## config.mk

```make
export PLATFORM = sky130hd
export DESIGN_NAME = afifo_read_unpacker
export DESIGN_NICKNAME = d
export VERILOG_FILES = /design/src/rtl/afifo_read_unpacker.sv
export SDC_FILE = /design/constraint.sdc
export NUM_CORES = 1
export LEC_CHECK = 0
export CAP_MARGIN = 20
export CORE_ASPECT_RATIO = 0.8
export CORE_MARGIN = 3
export CORE_UTILIZATION = 45
export CTS_BUF_LIST = sky130_fd_sc_hd__clkbuf_4
export DETAILED_ROUTE_END_ITERATION = 8
export PLACE_DENSITY = 0.82
export SETUP_SLACK_MARGIN = 0.5
export SKIP_CTS_REPAIR_TIMING = 1
export SYNTH_ARGS = -nofsm -noshare
export SYNTH_HDL_FRONTEND = slang
export SYNTH_SLANG_ARGS = --single-unit
```

## constraint.sdc

```tcl
create_clock -name read_clk -period 3.9 [get_ports read_clk]
set_input_delay 0.39 -clock read_clk [delete_from_list [all_inputs] [get_ports read_clk]]
set_output_delay 0.39 -clock read_clk [all_outputs]
set_load 0.02 [all_outputs]
```

## src/rtl/afifo_read_unpacker.sv

```systemverilog
// Read-side unpacker: pops IN_WIDTH-bit words from a show-ahead async FIFO and emits
// RATIO OUT_WIDTH-bit beats per word. Define AFIFO_UNPACK_MSB_FIRST_EN for MSB-first beat order.
module afifo_read_unpacker #(
  parameter int IN_WIDTH  = 32,
  parameter int OUT_WIDTH = 8,
  parameter int CNT_WIDTH = 16
) (
  input  logic                 read_clk,
  input  logic                 reset_rsync,
  input  logic [IN_WIDTH-1:0]  fifo_read_data,
  input  logic                 fifo_empty,
  output logic                 fifo_read_en,
  output logic                 out_valid,
  input  logic                 out_ready,
  output logic [OUT_WIDTH-1:0] out_data,
  output logic                 out_last,
  output logic [CNT_WIDTH-1:0] word_count
);

  localparam int RATIO = IN_WIDTH / OUT_WIDTH;
  localparam int IDX_W = (RATIO > 1) ? $clog2(RATIO) : 1;
  localparam logic [IDX_W-1:0] LAST_IDX = IDX_W'(RATIO - 1);

  generate
    if (RATIO < 2 || (RATIO & (RATIO - 1)) != 0 || RATIO * OUT_WIDTH != IN_WIDTH) begin : g_bad_ratio
      $error("afifo_read_unpacker: IN_WIDTH/OUT_WIDTH must be an integer power of two >= 2");
    end
  endgenerate

  // state | meaning
  // IDLE  | holding register empty, waiting for a FIFO word
  // BUSY  | holding register full, emitting beats of word_buf_q
  typedef enum logic {
    IDLE = 1'b0,
    BUSY = 1'b1
  } state_t;

  state_t                 state_q, state_d;
  logic [IN_WIDTH-1:0]    word_buf_q, word_buf_d;
  logic [IDX_W-1:0]       beat_idx_q, beat_idx_d;
  logic [CNT_WIDTH-1:0]   word_count_q, word_count_d;
  logic                   accept;
  logic                   last_accept;

  always_ff @(posedge read_clk or posedge reset_rsync) begin
    if (reset_rsync) begin
      state_q      <= IDLE;
      word_buf_q   <= '0;
      beat_idx_q   <= '0;
      word_count_q <= '0;
    end else begin
      state_q      <= state_d;
      word_buf_q   <= word_buf_d;
      beat_idx_q   <= beat_idx_d;
      word_count_q <= word_count_d;
    end
  end

  always_comb begin
    state_d      = state_q;
    word_buf_d   = word_buf_q;
    beat_idx_d   = beat_idx_q;
    word_count_d = word_count_q;

    accept       = (state_q == BUSY) && out_ready;
    last_accept  = accept && (beat_idx_q == LAST_IDX);
    // The pop on the final beat refills the buffer in the same edge, so words stream gap-free.
    fifo_read_en = !reset_rsync && !fifo_empty && ((state_q == IDLE) || last_accept);

    if (fifo_read_en) begin
      word_buf_d = fifo_read_data;
      state_d    = BUSY;
      beat_idx_d = '0;
    end else if (accept) begin
      if (beat_idx_q != LAST_IDX) begin
        beat_idx_d = beat_idx_q + IDX_W'(1);
      end else begin
        state_d = IDLE;
      end
    end

    if (last_accept && (word_count_q != {CNT_WIDTH{1'b1}})) begin
      word_count_d = word_count_q + CNT_WIDTH'(1);
    end
  end

  always_comb begin
    out_data = '0;
    for (int k = 0; k < RATIO; k++) begin
      if (beat_idx_q == IDX_W'(k)) begin
`ifdef AFIFO_UNPACK_MSB_FIRST_EN
        out_data = word_buf_q[IN_WIDTH-1-k*OUT_WIDTH -: OUT_WIDTH];
`else
        out_data = word_buf_q[k*OUT_WIDTH +: OUT_WIDTH];
`endif
      end
    end
  end

  assign out_valid  = (state_q == BUSY);
  assign out_last   = (state_q == BUSY) && (beat_idx_q == LAST_IDX);
  assign word_count = word_count_q;

endmodule

```

==> out/qor.yml, run 1 <==
clock_network:
  cts_num_sinks: 51
  cts_tree: "yes"
  clk_pin_slew_worst_paths_ns: 0.14
  h-tree-depth: 2
  cts_buffers: 5
  clockBufferDepth: 2
  clkLatencyLatePin_ns: 0.35
  cts_root_buffer: "clkbuf_4"
drt:
  dr.pass1.iters: 5
  num_vias: 1909
  dr.max_layer_used: "met4"
  met1_length_um: 2690
  drt-total-wl_um: 5790
  ant_nets: 0
  drt_iter0_markers: 225
  avgViaCountPerCell: 5.42
  wl_met3_um: 348
  drc: 0
  routedWlPerCell_um: 16.4
  wl_met2_um: 2730
setup_path:
  slowest_delay_ns: 0.64
  start_kind: "flop"
  path_max_fanout: 10
  r2r-start: "beat_idx_q[0]$_DFFE_PP0P_"
  cp.arrival_ns: 2.71
  slowest_stage: "clkdlybuf4s50_1"
  reg2reg_depth: 5
  cp_cell_sequence: "inv_1 -> ha_1 -> nor2b_1 -> a221oi_1 -> o31ai_1 -> clkdlybuf4s50_1"
  regToRegEndpoint: "word_buf_q[26]$_DFFE_PP0P_"
  critPathTopFamily: "buffers and inverters"
  endpoint_kind: "output port"
  critPathKind: "flop to output port"
  path_buf_inv: 2
  worst_ep_required_time_ns: 3.51
  r2r_slack_ns: 1.47
synthesis:
  yosys.cell_count.top_type: "dfrtp_1"
  synth_flop_cell: "dfrtp_1"
  netlist.area_leader.share: 0.505
  ys_ff_latch: 51
  synthTopCellsByCount: "dfrtp_1, mux2_2, nand2_1"
  synth.cell_area_um2: 2520
  synth_cells: 215
  synth_edf_count: 0
  syn_avg_cell_area_um2: 11.7
  yosysWarnings: 0
  ys_seq_area_frac: 0.505
  synth_area_leaders: "dfrtp_1, mux2_2, nand2_1, ha_1, a221oi_1"
  syn_nets: 256
  async_flop_share: 1.00
  synth_top_area_cell: "dfrtp_1"
  yosysUniqueCellTypes: 40
timing:
  fin_crit_ns: 3.10
  fin_tns_setup_ns: 0
  fin_worst_skew_ns: 0.00797
  relSlewSlack: 0.545
  slew_viol_final: 0
  worstMarginPinSlew_ns: 0.683
  fmax_mhz: 322
  setup-violations-final: 0
  rsz0062_at_grt: "no"
  period_share: 0.796
  hold_violations: 0
grt:
  grt_usage: 0.184
  grt_max_degree: 52
  grt_pass1_vias: 1882
  grt_pass1_wl_um: 9730
  grt.overflow.total: 0
  antenna_found_initial: 0
layout:
  drive_above_1_share: 0.191
  final_area_um2: 3270
  nets: 317
  syn_to_final_growth_pct: 29.7
  diodes: 0
worst_hold_path:
  hp-class: "input pin to async pin"
floorplanning:
  design.core.area_um2: 5210
  rows: 23
  die_y_um: 73
  pin_count: 63
  die_w_um: 89.7
  die_area_um2: 6550
  initial_core_util: 0.485
place:
  portBuffers: 62
  placed_area_um2: 3200
  gp_congestion: 0.804
  hpwl_um: 4390
power:
  power.leakage_uw: 0.00135
  peakVddDrop_v: 0.000317
  power_density_nw_per_um2: 635
  power_uw: 2080
status:
  status: "finished, final reports clean"
flow_run:
  drv_cap: 0
-- per-layer routing --
layer | vias up | GRT usage
met5 | - | 0
met2 | 63 | 0.292
met4 | 0 | 0.0374
met1 | 933 | 0.267
met3 | 2 | 0.0371
li1 | 911 | -
-- sequential cells by signal, indices dropped and copies added, names as in the netlist --
register,count
word_buf_q,32
word_count,16
out_valid,1
beat_idx_q,2
-- worst max path at each step --
stage,startpoint,endpoint,cells after the start
after floorplan,beat_idx_q[1]$_DFFE_PP0P_,out_data[0],7
after global placement,beat_idx_q[1]$_DFFE_PP0P_,out_data[3],6
after global routing,beat_idx_q[1]$_DFFE_PP0P_,out_data[4],6
final,beat_idx_q[1]$_DFFE_PP0P_,out_data[2],6
after detailed placement,beat_idx_q[1]$_DFFE_PP0P_,out_data[1],6
after CTS,beat_idx_q[1]$_DFFE_PP0P_,out_data[1],6
-- cells by family after synthesis --
kind of cell             after synthesis  share of synthesized area
AND/OR/NAND/NOR                       62                      0.146
flip-flops                            51                      0.505
multiplexers                          38                      0.168
AO/OA/AOI/OAI                         36                      0.101
buffers and inverters                 16                     0.0307
XOR/XNOR                               7                     0.0243
adder cells (fa/ha/maj)                5                     0.0248
-- final cells by class --
| type | count | area (um2) |
|---|---|---|
| Clock buffer | 5 | 37.5 |
| Clock inverter | 3 | 17.5 |
| Fill cell | 410 | 1930 |
| Inverter | 6 | 22.5 |
| Multi-Input combinational cell | 148 | 1180 |
| Sequential cell | 51 | 1280 |
| Tap cell | 75 | 93.8 |
| Timing Repair Buffer | 64 | 648 |
-- cells in the final DEF (no fill, tap or decap), drive strengths merged, types with 2 or more instances in the layout --
cell type,count
clkdlybuf4s50,62
dfrtp,51
mux2,36
nand2,17
nand4,9
nor2b,9
a21oi,8
a221oi,7
o31ai,7
inv,7
nand3,6
nor2,5
a31oi,5
ha,5
clkbuf,5
and3,5
xnor2,4
xor2,3
nor3,3
mux2i,2
o21ai,2
and2,2
a22o,2
a21boi,2
clkinv,2
buf,2
-- power by group --
group | switching [uW] | internal [uW] | leakage, uW
Clock | 162 | 70.0 | 0.0000330
Combinational | 446 | 505 | 0.000686
Sequential | 171 | 727 | 0.000632
Total | 779 | 1300 | 0.00135
-- per-stage QoR --
| stage | std cells | utilization | worst slack (ns) | hold slack, ns |
|---|---|---|---|---|
| after floorplan | 215 | - | 1.74 | 0.480 |
| after global placement | 343 | 0.614 | 1.38 | 0.491 |
| after detailed placement | 343 | 0.614 | 1.29 | 0.496 |
| after CTS | 351 | 0.625 | 0.867 | 0.528 |
| after global routing | 352 | 0.629 | 0.583 | 0.250 |
| final | 352 | 0.629 | 0.797 | 0.287 |
(Power assumes the default switching activity.)
==> run 2, diff against run 1 <==
==> constraint.sdc (replaced) <==
create_clock -name read_clk -period 3.25 [get_ports read_clk]
set_input_delay 0.325 -clock read_clk [delete_from_list [all_inputs] [get_ports read_clk]]
set_output_delay 0.325 -clock read_clk [all_outputs]
set_load 0.02 [all_outputs]
==> run 2 against run 1 <==
  * Core utilization is 1.8 points higher
  * Clock power rose by 89%
  * Critical path depth decreased by 2
  * Register-to-register slack worse by 0.50 ns
  * Critical path type unchanged
  * Highest routed layer unchanged
==> out/qor.yml, run 2 (same netlist as run 1, synthesis figures left out) <==
layout:
  diodes: 0  # unchanged
  nets: 317  # unchanged
  fin_cells: 352  # unchanged
  syn_to_final_growth_pct: 33.4
  layout_common_cells: "clkdlybuf4s50_1, dfrtp_1, mux2_2, nand2_1, nand4_1"
  drive_above_1_share: 0.209  # +0.0181
  final_common_cell: "clkdlybuf4s50_1"
  largest_reg_flops: 32  # unchanged
  top_register: "word_buf_q"
grt:
  grt_max_degree: 52  # unchanged
  grt_usage: 0.187  # +0.00206
  grt_pass1_wl_um: 9730  # unchanged
  grt_pass1_vias: 1880  # -0.11%
  antenna_found_initial: 0  # unchanged
  grt.overflow.total: 0  # unchanged
floorplanning:
  design.core.area_um2: 5210  # unchanged
  pin_count: 63  # unchanged
  rows: 23  # unchanged
  die_y_um: 73  # unchanged
  die_w_um: 89.7  # unchanged
  initial_core_util: 0.485  # unchanged
  die_area_um2: 6550  # unchanged
drt:
  avgViaCountPerCell: 5.40  # -0.42%
  ant_nets: 0  # unchanged
  drt-total-wl_um: 5870  # +1.4%
  wl_met2_um: 2690  # -1.5%
  met1_length_um: 2850  # +5.8%
  wl_met3_um: 275  # -21%
  num_vias: 1901  # -0.42%
  routedWlPerCell_um: 16.7  # +1.4%
  drt_iter0_markers: 167  # -26%
  drc: 0  # unchanged
  dr.max_layer_used: "met4"
  dr.pass1.iters: 6  # +1
place:
  gp_congestion: 0.812  # +0.96%
  dp.cells: 343  # unchanged
  hpwl_um: 4320  # -1.4%
  dp_slack_ns: 0.647  # -0.645 ns
  portBuffers: 62  # unchanged
timing:
  rsz0062_at_grt: "yes"
  fin_crit_ns: 2.68
  fin_tns_setup_ns: 0  # unchanged
  hold_ws_ns: 0.269  # -0.0180 ns
  slew_viol_final: 0  # unchanged
  setup-violations-final: 0  # unchanged
  timing.final.ws_setup_ns: 0.572  # -0.225 ns
  hold_violations: 0  # unchanged
  period_share: 0.824
  relSlewSlack: 0.701  # +0.157
  worstMarginPinSlew_ns: 0.445  # -0.238 ns
  fin_worst_skew_ns: 0.00920  # +0.00122 ns
  fmax_mhz: 373
setup_path:
  slowest_delay_ns: 0.63  # about the same
  endpoint_kind: "output port"
  start_kind: "flop"
  slowest_stage: "clkdlybuf4s50_1"
  critPathKind: "flop to output port"
  cp.arrival_ns: 2.35  # -0.36 ns
  path_max_fanout: 21  # +11
  worst_ep_required_time_ns: 2.92  # -0.59 ns
  cp_cell_sequence: "ha_2 -> nand2_1 -> a21boi_4 -> clkdlybuf4s50_1"
clock_network:
  clkLatencyLatePin_ns: 0.36  # about the same
  cts_tree: "yes"
  cts_root_buffer: "clkbuf_4"
  clockBufferDepth: 2  # unchanged
  h-tree-depth: 2  # unchanged
  cts_num_sinks: 51  # unchanged
  clk_pin_slew_worst_paths_ns: 0.14  # about the same
  cts_buffers: 5  # unchanged
power:
  power_uw: 2680  # +29%
  peakVddDrop_v: 0.000368  # +16%
  power.leakage_uw: 0.00148  # +9.5%
  power_density_nw_per_um2: 795  # +25%
status:
  status: "finished, final reports clean"
worst_hold_path:
  hp-class: "input pin to async pin"
flow_run:
  drv_cap: 0  # unchanged
==> run 2: changes by cell type in the layout (fill, tap and decap cells not counted) <==
cell,before,now
clkdlybuf4s50_1,62,54
dlymetal6s2s_1,0,8
ha_1,5,2
bufinv_16,0,2
ha_2,0,2
clkbuf_4,5,6
clkinv_1,1,0
clkinv_2,1,0
ha_4,0,1
inv_6,1,0
nor2b_1,9,8
nor2b_4,0,1
==> run 2: area by class of cell <==
type	count	area [um2]
clock inverters	2	60.1
well taps	75	93.8
fillers	416	1840
flip-flops and latches	51	1280
repair buffers	64	668
multi-input cells	148	1200
inverters	6	22.5
clock buffers	6	45.0
==> run 2: metrics by stage <==
stage / cell area (um2) / utilization
2_1_floorplan: 2520 / -
3_3_place_gp: 3200 / 0.614
3_5_place_dp: 3200 / 0.614
4_1_cts: 3300 / 0.634
5_1_grt: 3370 / 0.647
6_report: 3370 / 0.647
==> run 2: critical path: cells and delay by family (launching register included) <==
kind	cells	cell delay (ns)
AO/OA/AOI/OAI	1	0.22
adder cells (fa/ha/maj)	1	0.46
buffers and inverters	1	0.63
flip-flops	1	0.48
AND/OR/NAND/NOR	1	0.20
==> run 2: power breakdown <==
part           internal [uW]  total, uW  leakage (uW)  switching, uW
sequential               872       1080      0.000632            210
combinational            610       1160      0.000791            546
clock                    249        439     0.0000559            191
total                   1730       2680       0.00148            947
==> run 2: layer usage <==
| layer | track usage | up-vias |
|---|---|---|
| met3 | 0.0351 | 6 |
| met5 | 0 | - |
| li1 | - | 915 |
| met4 | 0.0476 | 0 |
| met1 | 0.270 | 930 |
| met2 | 0.293 | 50 |
==> run 2: final timing paths <==
check | to | start | cells after the start | slack (ns)
worst max register to register | word_buf_q[16]$_DFFE_PP0P_ | beat_idx_q[0]$_DFFE_PP0P_ | 5 | 0.97
max in group asynchronous | word_buf_q[31]$_DFFE_PP0P_ | reset_rsync | 3 | 2.50
min in group read_clk | word_buf_q[28]$_DFFE_PP0P_ | word_buf_q[28]$_DFFE_PP0P_ | 1 | 0.52
worst min register to register | word_buf_q[28]$_DFFE_PP0P_ | word_buf_q[28]$_DFFE_PP0P_ | 1 | 0.52
worst max-delay path | fifo_read_en | beat_idx_q[0]$_DFFE_PP0P_ | 4 | 0.57
worst min-delay path | word_buf_q[26]$_DFFE_PP0P_ | reset_rsync | 2 | 0.27
